===== src/rtl/sfft_peak_finder.sv =====
// Per-band peak tracker for the SFFT bin stream with a lockable committed result buffer.
module sfft_peak_finder #(
    parameter int unsigned N_BINS    = 256,
    parameter int unsigned BIN_W     = 8,
    parameter int unsigned NUM_BANDS = 8,
    parameter int unsigned BAND_W    = 3,
    parameter int unsigned DATA_W    = 24,
    parameter int unsigned CNT_W     = 32
) (
    input  logic              clk,
    input  logic              reset,
    input  logic              bin_valid,
    input  logic [BIN_W-1:0]  bin_index,
    input  logic [DATA_W-1:0] bin_real,
    input  logic [DATA_W-1:0] bin_imag,
    input  logic [DATA_W:0]   threshold,
    input  logic              read_lock,
    input  logic              clear_flags,
    input  logic [BAND_W-1:0] rd_band,
    output logic [DATA_W:0]   rd_mag,
    output logic [BIN_W-1:0]  rd_index,
    output logic              rd_present,
    output logic [CNT_W-1:0]  frame_count,
    output logic              peaks_valid,
    output logic              overrun,
    output logic              seq_error
);

    localparam int unsigned       MAG_W    = DATA_W + 1;
    localparam logic [BIN_W-1:0]  LAST_IDX = BIN_W'(N_BINS - 1);

    typedef enum logic {
        ST_IDLE,
        ST_SCAN
    } state_e;

    state_e             state_q, state_d;
    logic [BIN_W-1:0]   expect_q, expect_d;
    logic               accept_c, first_c, last_c, seq_set_c;
    logic [MAG_W-1:0]   mag_c;

    logic               s1_valid_q, s1_first_q, s1_last_q;
    logic [MAG_W-1:0]   s1_mag_q;
    logic [BIN_W-1:0]   s1_index_q;
    logic [BAND_W-1:0]  s1_band_q;

    logic [MAG_W-1:0]   wmax_mag_q [NUM_BANDS];
    logic [BIN_W-1:0]   wmax_idx_q [NUM_BANDS];
    logic               commit_q;

    logic [MAG_W-1:0]   cbuf_mag_q  [NUM_BANDS];
    logic [BIN_W-1:0]   cbuf_idx_q  [NUM_BANDS];
    logic               cbuf_pres_q [NUM_BANDS];
    logic [CNT_W-1:0]   frame_cnt_q;
    logic               peaks_valid_q, overrun_q, seq_error_q;

    // Absolute value widened by one bit so the most negative input is exact.
    function automatic logic [MAG_W-1:0] abs_val(input logic [DATA_W-1:0] x);
        logic [MAG_W-1:0] ext;
        ext = {x[DATA_W-1], x};
        return x[DATA_W-1] ? (MAG_W'(0) - ext) : ext;
    endfunction

    assign mag_c = abs_val(bin_real) + abs_val(bin_imag);

    // Sequence tracker: frame state and expected bin index.
    always_ff @(posedge clk or negedge reset) begin
        if (!reset) begin
            state_q  <= ST_IDLE;
            expect_q <= '0;
        end else begin
            state_q  <= state_d;
            expect_q <= expect_d;
        end
    end

    // Bin acceptance and frame sequencing; the commit itself trails through the pipeline.
    always_comb begin
        state_d   = state_q;
        expect_d  = expect_q;
        accept_c  = 1'b0;
        first_c   = 1'b0;
        last_c    = 1'b0;
        seq_set_c = 1'b0;
        case (state_q)
            ST_IDLE: begin
                if (bin_valid && bin_index == '0) begin
                    accept_c = 1'b1;
                    first_c  = 1'b1;
                    expect_d = BIN_W'(1);
                    state_d  = ST_SCAN;
                end
            end
            ST_SCAN: begin
                if (bin_valid) begin
                    if (bin_index == expect_q) begin
                        accept_c = 1'b1;
                        if (bin_index == LAST_IDX) begin
                            last_c  = 1'b1;
                            state_d = ST_IDLE;
                        end else begin
                            expect_d = expect_q + BIN_W'(1);
                        end
                    end else if (bin_index == '0) begin
                        accept_c  = 1'b1;
                        first_c   = 1'b1;
                        seq_set_c = 1'b1;
                        expect_d  = BIN_W'(1);
                    end else begin
                        seq_set_c = 1'b1;
                        state_d   = ST_IDLE;
                    end
                end
            end
            default: state_d = ST_IDLE;
        endcase
    end

    // Stage 1: register magnitude, index, band and frame markers of accepted bins.
    always_ff @(posedge clk or negedge reset) begin
        if (!reset) begin
            s1_valid_q <= 1'b0;
            s1_first_q <= 1'b0;
            s1_last_q  <= 1'b0;
            s1_mag_q   <= '0;
            s1_index_q <= '0;
            s1_band_q  <= '0;
        end else begin
            s1_valid_q <= accept_c;
            if (accept_c) begin
                s1_first_q <= first_c;
                s1_last_q  <= last_c;
                s1_mag_q   <= mag_c;
                s1_index_q <= bin_index;
                s1_band_q  <= bin_index[BIN_W-1 -: BAND_W];
            end
        end
    end

    // Stage 2: per-band running maxima; bin 0 clears all bands and loads its own.
    always_ff @(posedge clk or negedge reset) begin
        if (!reset) begin
            for (int unsigned b = 0; b < NUM_BANDS; b++) begin
                wmax_mag_q[b] <= '0;
                wmax_idx_q[b] <= '0;
            end
            commit_q <= 1'b0;
        end else begin
            commit_q <= s1_valid_q & s1_last_q;
            if (s1_valid_q) begin
                if (s1_first_q) begin
                    for (int unsigned b = 0; b < NUM_BANDS; b++) begin
                        wmax_mag_q[b] <= '0;
                        wmax_idx_q[b] <= '0;
                    end
                    wmax_mag_q[s1_band_q] <= s1_mag_q;
                    wmax_idx_q[s1_band_q] <= s1_index_q;
                end else if (s1_mag_q > wmax_mag_q[s1_band_q]) begin
                    wmax_mag_q[s1_band_q] <= s1_mag_q;
                    wmax_idx_q[s1_band_q] <= s1_index_q;
                end
            end
        end
    end

    // Commit: copy maxima to the result buffer unless software holds the lock.
    always_ff @(posedge clk or negedge reset) begin
        if (!reset) begin
            for (int unsigned b = 0; b < NUM_BANDS; b++) begin
                cbuf_mag_q[b]  <= '0;
                cbuf_idx_q[b]  <= '0;
                cbuf_pres_q[b] <= 1'b0;
            end
            frame_cnt_q   <= '0;
            peaks_valid_q <= 1'b0;
        end else begin
            peaks_valid_q <= commit_q & ~read_lock;
            if (commit_q && !read_lock) begin
                for (int unsigned b = 0; b < NUM_BANDS; b++) begin
                    cbuf_mag_q[b]  <= wmax_mag_q[b];
                    cbuf_idx_q[b]  <= wmax_idx_q[b];
                    cbuf_pres_q[b] <= (wmax_mag_q[b] >= threshold);
                end
                frame_cnt_q <= frame_cnt_q + CNT_W'(1);
            end
        end
    end

    // Sticky flags; a set event outranks a simultaneous clear.
    always_ff @(posedge clk or negedge reset) begin
        if (!reset) begin
            overrun_q   <= 1'b0;
            seq_error_q <= 1'b0;
        end else begin
            if (commit_q && read_lock) overrun_q <= 1'b1;
            else if (clear_flags)      overrun_q <= 1'b0;
            if (seq_set_c)             seq_error_q <= 1'b1;
            else if (clear_flags)      seq_error_q <= 1'b0;
        end
    end

    assign rd_mag      = cbuf_mag_q[rd_band];
    assign rd_index    = cbuf_idx_q[rd_band];
    assign rd_present  = cbuf_pres_q[rd_band];
    assign frame_count = frame_cnt_q;
    assign peaks_valid = peaks_valid_q;
    assign overrun     = overrun_q;
    assign seq_error   = seq_error_q;

endmodule

===== config.mk =====
export PLATFORM = sky130hd
export DESIGN_NAME = sfft_peak_finder
export DESIGN_NICKNAME = d
export VERILOG_FILES = /design/src/rtl/sfft_peak_finder.sv
export SDC_FILE = /design/constraint.sdc
export NUM_CORES = 1
export LEC_CHECK = 0
export CAP_MARGIN = 0
export CELL_PAD_IN_SITES_DETAIL_PLACEMENT = 0
export CELL_PAD_IN_SITES_GLOBAL_PLACEMENT = 1
export CORE_MARGIN = 2
export CORE_UTILIZATION = 49
export DETAILED_ROUTE_END_ITERATION = 16
export GPL_TIMING_DRIVEN = 1
export PLACE_DENSITY = 0.88
export SLEW_MARGIN = 20
export SYNTH_ARGS = -nofsm -noshare
export SYNTH_HDL_FRONTEND = slang
export SYNTH_SLANG_ARGS = --single-unit
export TNS_END_PERCENT = 5

===== constraint.sdc =====
create_clock -name clk -period 4.2 [get_ports clk]
set_clock_uncertainty 0.05 [all_clocks]
set_input_delay 0.84 -clock clk [delete_from_list [all_inputs] [get_ports clk]]
set_output_delay 0.84 -clock clk [all_outputs]
set_load 0.05 [all_outputs]

==> run metrics <==
placer's final routability congestion estimate=around 0.95; synthesized area per cell=10.17 µm²; switching part of the total=0.2564; Warnings, synthesis=0; DR iter-0 viols=~2,700; Die Area=69,200 µm²; final standard cell utilization of the core=0.5925; average detailed-routed wire length per instance=23.99 µm; Vias per Instance=6.203; wire length of the first global-routing pass=165,600 µm; internal cell power=9.998 mW; Detail Route met3 WL=8428 µm; CTS H-tree lvls=3; slack of the worst reg-to-reg path=100 ps; largest cells by area after synthesis=dfrtp_1, nand2_1, ha_1; Worst Slack Setup Final=about 100 ps; via count of the first global-routing pass=27,970; syn_nets=3,577; critical path endpoint=wmax_mag_q[9]; number of slew-limit violations in the final report=0; power density cells=343.3 nW/µm²; number of cells traversed by the worst register-to-register path=16; total clock buffers created by CTS=68; maximum VDD drop=0.2318 mV; fillcell total=5,446; cell leakage power=19.73 nW; share of power burned in combinational logic=0.110; met2 WL=about 49,000 µm; final hold violation count=0; Layout Nets=between 3,000 and 4,000; post-synthesis cell type count=69; layout cells sized above 1=0.1417; Worst setup startpoint=s1_index_q[7]; clock period minus worst slack=4102 ps; critical path launch point type=register; DRC violation count after routing=0; root buf cell=clkbuf_16; timing-limited maximum frequency=243.8 MHz; count of input and output buffers=157; post-CTS setup buffer count=0; clk sink count=617; part of the total power dissipated in the clock network=0.439; sequential cell area fraction in the yosys report=0.4695; post-cts hold buffer count=0; die span in y=263.1 µm; mapped cell area=32,890 µm²; growth of design area from synthesis to finish=19.10%; number of ports placed on the die boundary=158; reported max-cap violation count=0; starting density of the core=0.4975; result of the run=finished clean; Post-Place Worst Slack=-373.2 ps; clock tree from TritonCTS=built; Max Fanout on Critical Path=23; Worst Path Required=4700 ps; maximum number of pins on one net before global-route repair=160; share of the cycle needed by the critical path after routing=0.9768; Reg2Reg Capture Point=wmax_mag_q[9]; actual slew at the worst max-slew pin=between 1000 and 1500 ps; number of resized instances in the post-cts repair step=1; top layer reached by signal wires=met5; start-to-end type of the worst setup path=register to register; number of setup violations in the final report=0; endpoint arrival time on the critical path=4610 ps; relative contribution of sequential cells to total power=0.450; total iterations of the first detailed-routing run=5; post-DP HPWL=74,760 µm; most common flop cell mapped by yosys=dfrtp_1; clock latency of the later-clocked register in the worst-skew pair=approximately 630 ps; net switching power figure=3.448 mW; wire length on met1=between 40,000 and 50,000 µm; fraction of registers with async set/reset=1.000; clock input transition at the sequential cells of the worst setup and hold paths=60 ps; count of flip-flops with a built-in enable after synthesis=0; largest area contributor in the netlist=dfrtp_1; number of register bits inferred by synthesis=617; headroom to the max-slew limit=0.3032; maximum buffer depth of the clock tree=3; placeable core region=66,100 µm²; total gr overflow=0; CP Capture Type=register; share of the synthesized area in the top cell type=0.4695; total global routing track utilization=0.3065; antenna violations before repair=2; std cell rows=94; HP Class=input port to async pin; Die Wd=263.1 µm; unrepaired setup endpoints after global routing=yes; cell count after synthesis=3,234; drt total wl=105,400 µm; vias=27,250; count of nets left with antenna violations after detail routing=0; beginning of the worst register-to-register path=s1_index_q[7]
[kinds of logic after synthesis]
group                      Yosys count  synth area share
DFF                                617            0.4695
AOI/OAI and AO/OA                  701            0.1599
buffers and inverters              259           0.03356
muxes                              102           0.05821
adders and majority gates          254           0.09687
xor gates and xnor gates           106           0.02823
and+or+nand+nor                   1195            0.1538
[layout make-up]
cell class,count,area [µm²],area share
Multi-Input combinational cell,2358,16430,0.4195
Sequential cell,617,15440,0.3943
Clock inverter,21,241.5,0.006166
Clock buffer,97,1952,0.04984
Timing Repair Buffer,381,3801,0.09705
Inverter,55,214.0,0.005463
Tap cell,864,1081,0.02760
Antenna cell,1,2.502,0.00006389
[flip-flops by register name, summed over array words and instances (netlist names), 8 cells and up]
register     count
expect_q         8
s1_mag_q        25
frame_count     32
cbuf_pres_q      8
cbuf_idx_q      64
wmax_idx_q      64
s1_index_q       8
cbuf_mag_q     200
wmax_mag_q     200
[per-layer routing]
layer / track usage / up-vias
met1: 0.4111 / 13630
met2: 0.4945 / 1285
li1: - / 12050
met5: 0 / -
met4: 0.1249 / 4
met3: 0.05406 / 294
[synthesized netlist by cell type, types with 4 or more instances]
cell / instances
xnor2_1: 84
buf_4: 15
nor4_1: 11
a22o_1: 264
buf_1: 27
o2111ai_1: 7
o41ai_1: 4
buf_2: 47
a2111oi_0: 12
o31ai_1: 15
o21bai_1: 6
or3_1: 4
o21ai_1: 5
ha_1: 253
mux2_2: 34
nand3_1: 31
dfrtp_1: 617
a21oi_2: 5
o211ai_1: 5
a22oi_1: 52
a21oi_1: 95
inv_1: 54
nand2_1: 903
a211oi_1: 8
o21ai_0: 90
nor2_1: 62
and2_1: 14
nor2b_1: 21
xor2_1: 22
and3_1: 39
o21a_1: 13
a21o_1: 57
nor3_1: 22
mux4_2: 68
clkbuf_1: 112
a31oi_1: 13
nand2b_1: 13
a221oi_1: 24
or4_1: 5
nand4_1: 52
[cells in the final DEF (no fill, tap or decap), types with 11 or more instances in the layout]
cell type,n
clkdlybuf4s50_1,126
inv_1,53
a21oi_1,95
buf_4,202
nand2b_1,12
o31ai_1,14
nor2_1,61
mux2_2,34
clkbuf_8,12
nand3_1,31
and2_1,14
a31oi_1,13
a2111oi_0,12
nor4_1,11
and3_1,39
o21a_1,13
clkbuf_16,69
a21o_1,57
buf_12,49
ha_1,253
clkbuf_1,16
nor3_1,22
xnor2_1,84
mux4_2,68
o21ai_0,90
a22oi_1,52
xor2_1,22
nor2b_1,14
a221oi_1,24
nand2_1,903
nand4_1,52
a22o_1,264
dfrtp_1,614
[power by group through the flow]
stage,Sequential [mW],Clock [mW],Combinational [mW]
finish,6.05,5.91,1.48
floorplan,6.10,0,0.746
global route,6.05,6.21,1.62
detailed placement,6.16,0,1.47
CTS,6.05,5.96,1.48
global placement,6.15,0,1.44
[through the flow]
stage / power, mW / instance area (µm²) / cells / hold slack [ps] / setup TNS [ps]
floorplan: 6.842 / 32890 / 3234 / 380.4 / 0
global placement: 7.598 / 36950 / 4275 / 393.8 / -1484
detailed placement: 7.627 / 36950 / 4275 / 401.9 / -2359
CTS: 13.49 / 39140 / 4393 / 155.3 / 0
global route: 13.88 / 39160 / 4393 / 162.5 / -1030
finish: 13.45 / 39170 / 4394 / 105.2 / 0
[how the worst min path moves through the flow]
| stage | endpoint | slack, ps | from | depth (start not counted) |
|---|---|---|---|---|
| after floorplan | cbuf_idx_q[29] | 380 | wmax_idx_q[29] | 2 |
| after global placement | cbuf_idx_q[55] | 390 | wmax_idx_q[55] | 2 |
| after detailed placement | cbuf_idx_q[29] | 400 | wmax_idx_q[29] | 2 |
| after CTS | cbuf_mag_q[34] | 160 | reset | 1 |
| after global routing | cbuf_mag_q[32] | 160 | reset | 1 |
| final | cbuf_mag_q[32] | 110 | reset | 1 |
[critical path, stage by stage, from the launching register on]
cell      delay (ps)
dfrtp_2          570
nor3b_4          280
buf_12           240
a22o_1           170
a221oi_1          40
and3_1           160
ha_1             290
nand4_1          200
a211o_1          350
o211ai_2         280
a221oi_2         100
buf_4            160
o21a_2           240
buf_12           150
nor2b_2          320
buf_12           230
a22o_1           150
Power figures use the tool's default switching activity.
